[config.mk]
export PLATFORM = sky130hd
export DESIGN_NAME = gcd_job_scheduler
export DESIGN_NICKNAME = d
export VERILOG_FILES = /design/src/rtl/gcd_job_scheduler.sv
export SDC_FILE = /design/constraint.sdc
export NUM_CORES = 1
export LEC_CHECK = 0
export BUFFER_PORTS_ARGS = -buffer_cell sky130_fd_sc_hd__buf_2
export CAP_MARGIN = 15
export CELL_PAD_IN_SITES_DETAIL_PLACEMENT = 1
export CELL_PAD_IN_SITES_GLOBAL_PLACEMENT = 1
export CORE_UTILIZATION = 32
export DETAILED_ROUTE_END_ITERATION = 12
export HOLD_SLACK_MARGIN = 0.08
export PLACE_DENSITY_LB_ADDON = 0.2
export SETUP_SLACK_MARGIN = 0.3
export SYNTH_ARGS = -nofsm -noshare
export SYNTH_HDL_FRONTEND = slang
export SYNTH_SLANG_ARGS = --single-unit
[constraint.sdc]
create_clock -name clk_i -period 4.97 [get_ports clk_i]
set_input_delay 0.497 -clock clk_i [delete_from_list [all_inputs] [get_ports clk_i]]
set_output_delay 0.497 -clock clk_i [all_outputs]
set_load 0.02 [all_outputs]
[src/rtl/gcd_job_scheduler.sv]
// rtl/gcd_job_scheduler.sv - job FIFO, launcher and result collector for gcd_processor
//
// Purpose: buffers operand pairs from an input valid/ready stream, issues them
// one at a time to a gcd_processor (start/num_0/num_1), captures gcd_op on done
// and presents each result with its operands on an output valid/ready stream,
// in arrival order. At most one job is in flight.
//
// Optional feature macro: GCD_SCHED_ZERO_BYPASS_EN
//   When defined, a head job with either operand equal to 0 is completed
//   locally (out_gcd = num_0 | num_1) without starting the processor.
//
// Ports:
//   clk_i, reset_n              clock, synchronous active-low reset
//   in_valid/in_ready           input job handshake, operands in_num_0/in_num_1
//   out_valid/out_ready         result handshake, out_gcd with out_num_0/out_num_1
//   gcd_start, gcd_num_0/1      launch pulse and operands to the processor
//   gcd_busy, gcd_done, gcd_op  processor status and result
//   pending                     FIFO occupancy, 0..FIFO_DEPTH

module gcd_job_scheduler #(
  parameter int BIT_LEN    = 32,
  parameter int FIFO_DEPTH = 4
) (
  input  logic                               clk_i,
  input  logic                               reset_n,
  input  logic                               in_valid,
  output logic                               in_ready,
  input  logic [BIT_LEN-1:0]                 in_num_0,
  input  logic [BIT_LEN-1:0]                 in_num_1,
  output logic                               out_valid,
  input  logic                               out_ready,
  output logic [BIT_LEN-1:0]                 out_gcd,
  output logic [BIT_LEN-1:0]                 out_num_0,
  output logic [BIT_LEN-1:0]                 out_num_1,
  output logic                               gcd_start,
  output logic [BIT_LEN-1:0]                 gcd_num_0,
  output logic [BIT_LEN-1:0]                 gcd_num_1,
  input  logic                               gcd_busy,
  input  logic                               gcd_done,
  input  logic [BIT_LEN-1:0]                 gcd_op,
  output logic [$clog2(FIFO_DEPTH+1)-1:0]    pending
);

  localparam int AW = $clog2(FIFO_DEPTH);
  localparam int CW = $clog2(FIFO_DEPTH + 1);

  typedef enum logic [1:0] {
    IDLE   = 2'd0,
    LAUNCH = 2'd1,
    WAIT   = 2'd2,
    HOLD   = 2'd3
  } state_t;

  state_t state;

  logic [BIT_LEN-1:0] fifo_num_0 [FIFO_DEPTH];
  logic [BIT_LEN-1:0] fifo_num_1 [FIFO_DEPTH];
  logic [AW-1:0]      wr_ptr;
  logic [AW-1:0]      rd_ptr;
  logic [CW-1:0]      count;
  logic               ready_q;

  logic [BIT_LEN-1:0] op_num_0;
  logic [BIT_LEN-1:0] op_num_1;

  logic               full;
  logic               empty;
  logic               push;
  logic               pop;
  logic               head_zero;
  logic [BIT_LEN-1:0] head_num_0;
  logic [BIT_LEN-1:0] head_num_1;

  assign full       = (count == CW'(FIFO_DEPTH));
  assign empty      = (count == '0);
  // ready_q keeps in_ready low until the first edge that samples reset_n high.
  assign in_ready   = ~full & ready_q & reset_n;
  assign push       = in_valid & in_ready;
  assign head_num_0 = fifo_num_0[rd_ptr];
  assign head_num_1 = fifo_num_1[rd_ptr];

`ifdef GCD_SCHED_ZERO_BYPASS_EN
  assign head_zero = (head_num_0 == '0) | (head_num_1 == '0);
`else
  assign head_zero = 1'b0;
`endif

  // Bypassed jobs never touch the processor, so busy only gates real launches.
  assign pop = (state == IDLE) & ~empty & (head_zero | ~gcd_busy);

  // FIFO storage carries no reset; validity is tracked by count/pointers.
  always_ff @(posedge clk_i) begin
    if (push) begin
      fifo_num_0[wr_ptr] <= in_num_0;
      fifo_num_1[wr_ptr] <= in_num_1;
    end
  end

  always_ff @(posedge clk_i) begin
    if (!reset_n) begin
      wr_ptr  <= '0;
      rd_ptr  <= '0;
      count   <= '0;
      ready_q <= 1'b0;
    end else begin
      ready_q <= 1'b1;
      if (push) wr_ptr <= wr_ptr + AW'(1);
      if (pop)  rd_ptr <= rd_ptr + AW'(1);
      case ({push, pop})
        2'b10:   count <= count + CW'(1);
        2'b01:   count <= count - CW'(1);
        default: count <= count;
      endcase
    end
  end

  always_ff @(posedge clk_i) begin
    if (!reset_n) begin
      state     <= IDLE;
      gcd_start <= 1'b0;
      out_valid <= 1'b0;
      out_gcd   <= '0;
      op_num_0  <= '0;
      op_num_1  <= '0;
    end else begin
      gcd_start <= 1'b0;
      case (state)
        IDLE: begin
          if (pop) begin
            op_num_0 <= head_num_0;
            op_num_1 <= head_num_1;
            if (head_zero) begin
              // gcd(0, x) = x and gcd(0, 0) = 0 both reduce to an OR.
              out_gcd   <= head_num_0 | head_num_1;
              out_valid <= 1'b1;
              state     <= HOLD;
            end else begin
              gcd_start <= 1'b1;
              state     <= LAUNCH;
            end
          end
        end
        LAUNCH: begin
          state <= WAIT;
        end
        WAIT: begin
          if (gcd_done) begin
            out_gcd   <= gcd_op;
            out_valid <= 1'b1;
            state     <= HOLD;
          end
        end
        HOLD: begin
          if (out_ready) begin
            out_valid <= 1'b0;
            state     <= IDLE;
          end
        end
        default: state <= IDLE;
      endcase
    end
  end

  assign gcd_num_0 = op_num_0;
  assign gcd_num_1 = op_num_1;
  assign out_num_0 = op_num_0;
  assign out_num_1 = op_num_1;
  assign pending   = count;

endmodule

== After elaboration in Yosys (flattened, before gate mapping) ==
Memory sizes are Yosys's and may differ from the RTL's. A register that Yosys moved wholly into a read port is not among the register bits.
Index checks and enable logic that the tools add are counted.

* Memories kept: 2
* Output and inout bits: 166
* RAM bits: 256
* Word-level logic and storage cells: 54
* Register bits: 44
* Bits of input ports: 102

{| class="wikitable"
|+ Memory list
! memory !! depth !! bits a word !! read ports !! clocked after memory_dff !! wr ports !! line !! RTL
|-
| fifo_num_0 || 4 || 32 || 1 || 1 || 1 || 56 || <nowiki>logic [BIT_LEN-1:0] fifo_num_0 [FIFO_DEPTH];</nowiki>
|-
| fifo_num_1 || 4 || 32 || 1 || 1 || 1 || 57 || <nowiki>logic [BIT_LEN-1:0] fifo_num_1 [FIFO_DEPTH];</nowiki>
|}

* Eq/ne operators: 9
* Reductions and logical operators: 11
* Bitwise logic cells: 8
* Add/sub/neg operators: 4
* Mux-type cells: 12

{| class="wikitable"
|+ Operators with widths
! operator !! number
|-
| $pmux W2 S4 || 1
|-
| $eq A2 B2 Y1 const B || 3
|-
| $mux W1 || 6
|-
| $mux W2 || 3
|-
| $ne A2 B2 Y1 const B || 3
|-
| $pmux W3 S2 || 1
|-
| $reduce_and A2 Y1 || 3
|-
| $reduce_and A3 Y1 || 2
|-
| $and A1 B1 Y1 || 5
|-
| $add A2 B1 Y2 const B || 2
|-
| $eq A2 B1 Y1 const B || 2
|-
| $reduce_bool A2 Y1 || 2
|-
| $add A3 B1 Y3 const B || 1
|-
| $eq A3 B3 Y1 const B || 1
|-
| $logic_not A3 Y1 || 1
|-
| $not A1 Y1 || 3
|-
| $sub A3 B1 Y3 const B || 1
|-
| $logic_not A1 Y1 || 2
|-
| $logic_not A2 Y1 || 1
|-
| $pmux W1 S2 || 1
|}

== Depth between registers and ports, before layout ==
* Depth after elaboration: 7
* Gate-level depth with buffers: 10
* Gate-level depth less buffers: 10

== Least setup slack after synthesis ==
Ideal clock, no wire load.

* Path kind: in2reg
* From: input port reset_n
* To: memory fifo_num_0[0][0], enable pin
* Path buffers: 1
* Arrival: 2.686 ns
* Setup time: 0.429 ns
* Path slack: 1.855 ns
* Required time: 4.541 ns
* Cell stages on the path: 4
* Cells stage by stage: buf_2 nand2_1 a211oi_2 and2_1

* Word-level cells in the longest chain between the ends: 4

{| class="wikitable"
|+ Ends and longest elaborated chain
! what !! line !! RTL
|-
| from (decl) || 25 || <nowiki>input logic reset_n,</nowiki>
|-
| $and A1 B1 Y1 || 77 || <nowiki>assign in_ready = ~full & ready_q & reset_n;</nowiki>
|-
| $and A1 B1 Y1 || 78 || <nowiki>assign push = in_valid & in_ready;</nowiki>
|-
| $mux W1 || 93 || <nowiki>if (push) begin</nowiki>
|-
| $mux W1 (not written as such) || 94 || <nowiki>fifo_num_0[wr_ptr] <= in_num_0;</nowiki>
|-
| to (decl) || 56 ||
|}

Every way passes these cells.

== Worst setup path in the final report ==
* From: register count[1] (netlist: pending[1])
* To: memory fifo_num_0[0][30], enable pin

* Word-level cells in the longest chain between the ends: 7

{| class="wikitable"
|+ Ends and longest elaborated chain
! what !! line !! RTL
|-
| from (decl) || 60 || <nowiki>logic [CW-1:0] count;</nowiki>
|-
| from (signal assigned) || 110 || <nowiki>2'b10: count <= count + CW'(1);</nowiki>
|-
| from (signal assigned) || 111 || <nowiki>2'b01: count <= count - CW'(1);</nowiki>
|-
| from (signal assigned) || 112 || <nowiki>default: count <= count;</nowiki>
|-
| $eq A3 B3 Y1 || 74 || <nowiki>assign full = (count == CW'(FIFO_DEPTH));</nowiki>
|-
| $not A1 Y1 || 77 ||
|-
| $and A1 B1 Y1 (2 in series) || 77 ||
|-
| $and A1 B1 Y1 || 78 ||
|-
| $mux W1 || 93 ||
|-
| $mux W1 (not written as such) || 94 ||
|}

Every way passes these cells.

==> results.sh <==
export IMPL_p_per_area_nw_per_um2=478
export IMPL_numCtsBuffers=41
export IMPL_numPortBuffers=267
export IMPL_r2r_start="pending[1]"
export IMPL_antenna_found_initial=5
export IMPL_fin_area_um2=16200
export IMPL_hold_viol_final=0
export IMPL_worstHoldStart="in_num_1[9]"
export IMPL_cap_violations=0
export IMPL_drtIter0Drc=251
export IMPL_drive_gt1_share_pct=40.4
export IMPL_ctsRootBufferMaster="clkbuf_16"
export IMPL_min_period_ps=2480
export IMPL_yosysSeqAreaShare_pct=73.0
export IMPL_grt_start_max_net_pins=67
export IMPL_path_clk_slew_ps=60
export IMPL_firstDrtPassIters=4
export IMPL_status="completed"
export IMPL_final_antenna_net_count=0
export IMPL_wl_per_cell_um=19.1
export IMPL_maxSlewViolCount=0
export IMPL_cp_slowest_cell="and2_4"
export IMPL_syn_area_um2=13500
export IMPL_p_leak_nw=5.99
export IMPL_skew_ps=12.0
export IMPL_fp_coreArea_um2=41200
export IMPL_grt_pass1_vias=7665
export IMPL_overflow=0
export IMPL_syn_inst=763
export IMPL_crit_path_max_fanout=64
export IMPL_route_detailed_drc=0
export IMPL_vdd_ir_drop_worst_mv=0.254
export IMPL_start_kind="flop"
export IMPL_max_clock_path_buffers=3
export IMPL_htreeDepth=2
export IMPL_cts_hold_buf=0
export IMPL_num_rows=74
export IMPL_instances_no_fill=1540
export IMPL_via_count=7183
export IMPL_area_growth_pct=20.0
export IMPL_dieWidth_um=207
export IMPL_track_usage_pct=13.8
export IMPL_drt_wl_total_um=29500
export IMPL_place_congestion=0.677
export IMPL_viasPerCell=4.66
export IMPL_final_cell_mix="buf_2 (267), edfxtp_1 (256), dfxtp_1 (106), nand2_1 (71)"
export IMPL_crit_arrival_ps=2620
export IMPL_io_pins=268
export IMPL_hp_class="in -> reg"
export IMPL_endpoint_kind="flop"
export IMPL_dp_cells=1463
export IMPL_finalNetCount=1086
export IMPL_critPathTopFamily="simple AND/OR/NAND/NOR gates"
export IMPL_max_slew_margin_pct=27.4
export IMPL_dieArea_um2=43000
export IMPL_timing_fmax_mhz=403
export IMPL_clock_latency_ps=530
export IMPL_cts_setup_buffers=0
export IMPL_critical_path_max_stage_delay_ps=970
export IMPL_tns_ps=0
export IMPL_synth_fp_nets=875
export IMPL_die_h_um=207
export IMPL_syn_mean_instance_area_um2=17.7
export IMPL_start_util_pct=32.7
export IMPL_finalCritPeriodShare_pct=49.9
export IMPL_ys_warn_count=0
export IMPL_crit_chain="nor2_1, a211oi_2, and2_4"
export IMPL_cp_required_ps=5110
export IMPL_rsz0062_at_grt="false"
export IMPL_final_core_util_pct=39.3
export IMPL_cts_sinks=364
export IMPL_cts_tree="built"
export IMPL_dp_hpwl_um=17300
export IMPL_startpoint="pending[1]"
export IMPL_dpl_cell_area_um2=14800
export IMPL_cp_num_buf_inv=0
export IMPL_post_cts_resized=0
export IMPL_netlist_cell_type_count=31
export IMPL_crit_type="reg -> reg"
export IMPL_tightest_slew_ps=1090
export IMPL_layout_commonest_cell="buf_2"
export IMPL_grt_pass1_wl_um=45300
export IMPL_finalSetupViolations=0
export IMPL_synth_ff_latch_count=364
[metal layers]
| layer | vias up | global-route usage [%] | routed length, µm | share of wire (%) |
|---|---|---|---|---|
| met5 | - | 0 | 39 | 0.13 |
| met4 | 6 | 3.83 | 547 | 1.9 |
| met3 | 45 | 4.07 | 1880 | 6.4 |
| met2 | 223 | 22.8 | 14100 | 48 |
| met1 | 3613 | 17.5 | 12900 | 44 |
| li1 | 3296 | - | - | - |
[stage by stage]
stage	hold slack, ps	total power [mW]	worst slack (ps)
floorplan	452	4.53	1860
global placement	439	4.77	2220
detailed placement	448	4.78	2150
CTS	156	7.86	2400
global route	166	8.04	2230
finish	185	7.73	2490
[final timing paths]
check	to	slack, ps	cells past startpoint
min reg2reg	out_gcd[24]	450	2
max reg2reg	fifo_num_0[0][30]	2490	3
min	fifo_num_1[0][9]	180	1
max	fifo_num_0[0][30]	2490	3
[cell usage after synthesis]
cell         n  area (µm²)
a2111oi_2    1        15.0
a211oi_2     1        12.5
a21oi_1     38         190
a22o_1      64         561
and2_1       6        37.5
buf_1        3        11.3
buf_12       4        80.1
buf_2       10        50.1
buf_4       71         533
buf_6        2        22.5
clkbuf_1    15        56.3
dfxtp_1    108        2160
edfxtp_1   256        7690
fa_1         1        20.0
ha_1         9         113
inv_1       13        48.8
mux2i_1      4        40.0
mux4_2      64        1440
nand2_1     71         267
nand2b_1     1        6.26
nor2_1       5        18.8
nor2b_1      2        12.5
nor3_1       1        5.00
nor3_4       1        16.3
o21a_1       1        7.51
o21ai_0      4        20.0
o21bai_1     1        7.51
o31ai_1      1        7.51
or3_1        2        12.5
or4_1        1        7.51
xor2_1       2        17.5
[cell families (layout without fill, tap and decap cells)]
family,Yosys count,count (layout),share of synthesized area (%)
compound gates,111,111,6.09
mux,68,68,11.0
simple gates,90,90,2.84
xor+xnor,2,2,0.130
other cells,0,1,0
flops,364,364,73.0
buf+inv,118,362,5.95
fa+ha+maj,10,10,0.983
[state kept, by name, summed over array words and instances (netlist names), 2 cells and up]
name and cells:
gcd_num_0 32, fifo_num_1 128, wr_ptr 2, fifo_num_0 128, state 2, pending 3, rd_ptr 2, gcd_num_1 32
out_gcd 32
[final cells by class]
class	instances	area, µm²
antenna	1	2.50
clock buffer	57	1150
clock inverter	19	226
fill	4135	25000
inverter	13	48.8
multi-input combinational	281	2860
sequential	364	9860
tap	532	666
timing repair buffer	273	1380
[power by group]
group | switching [mW] | leakage, nW | internal (mW) | total [mW]
Clock | 1.17 | 0.665 | 1.88 | 3.05
Combinational | 0.637 | 2.13 | 0.477 | 1.11
Sequential | 0.173 | 3.19 | 3.40 | 3.57
Total | 1.98 | 5.99 | 5.75 | 7.73
(Power assumes the default switching activity.)
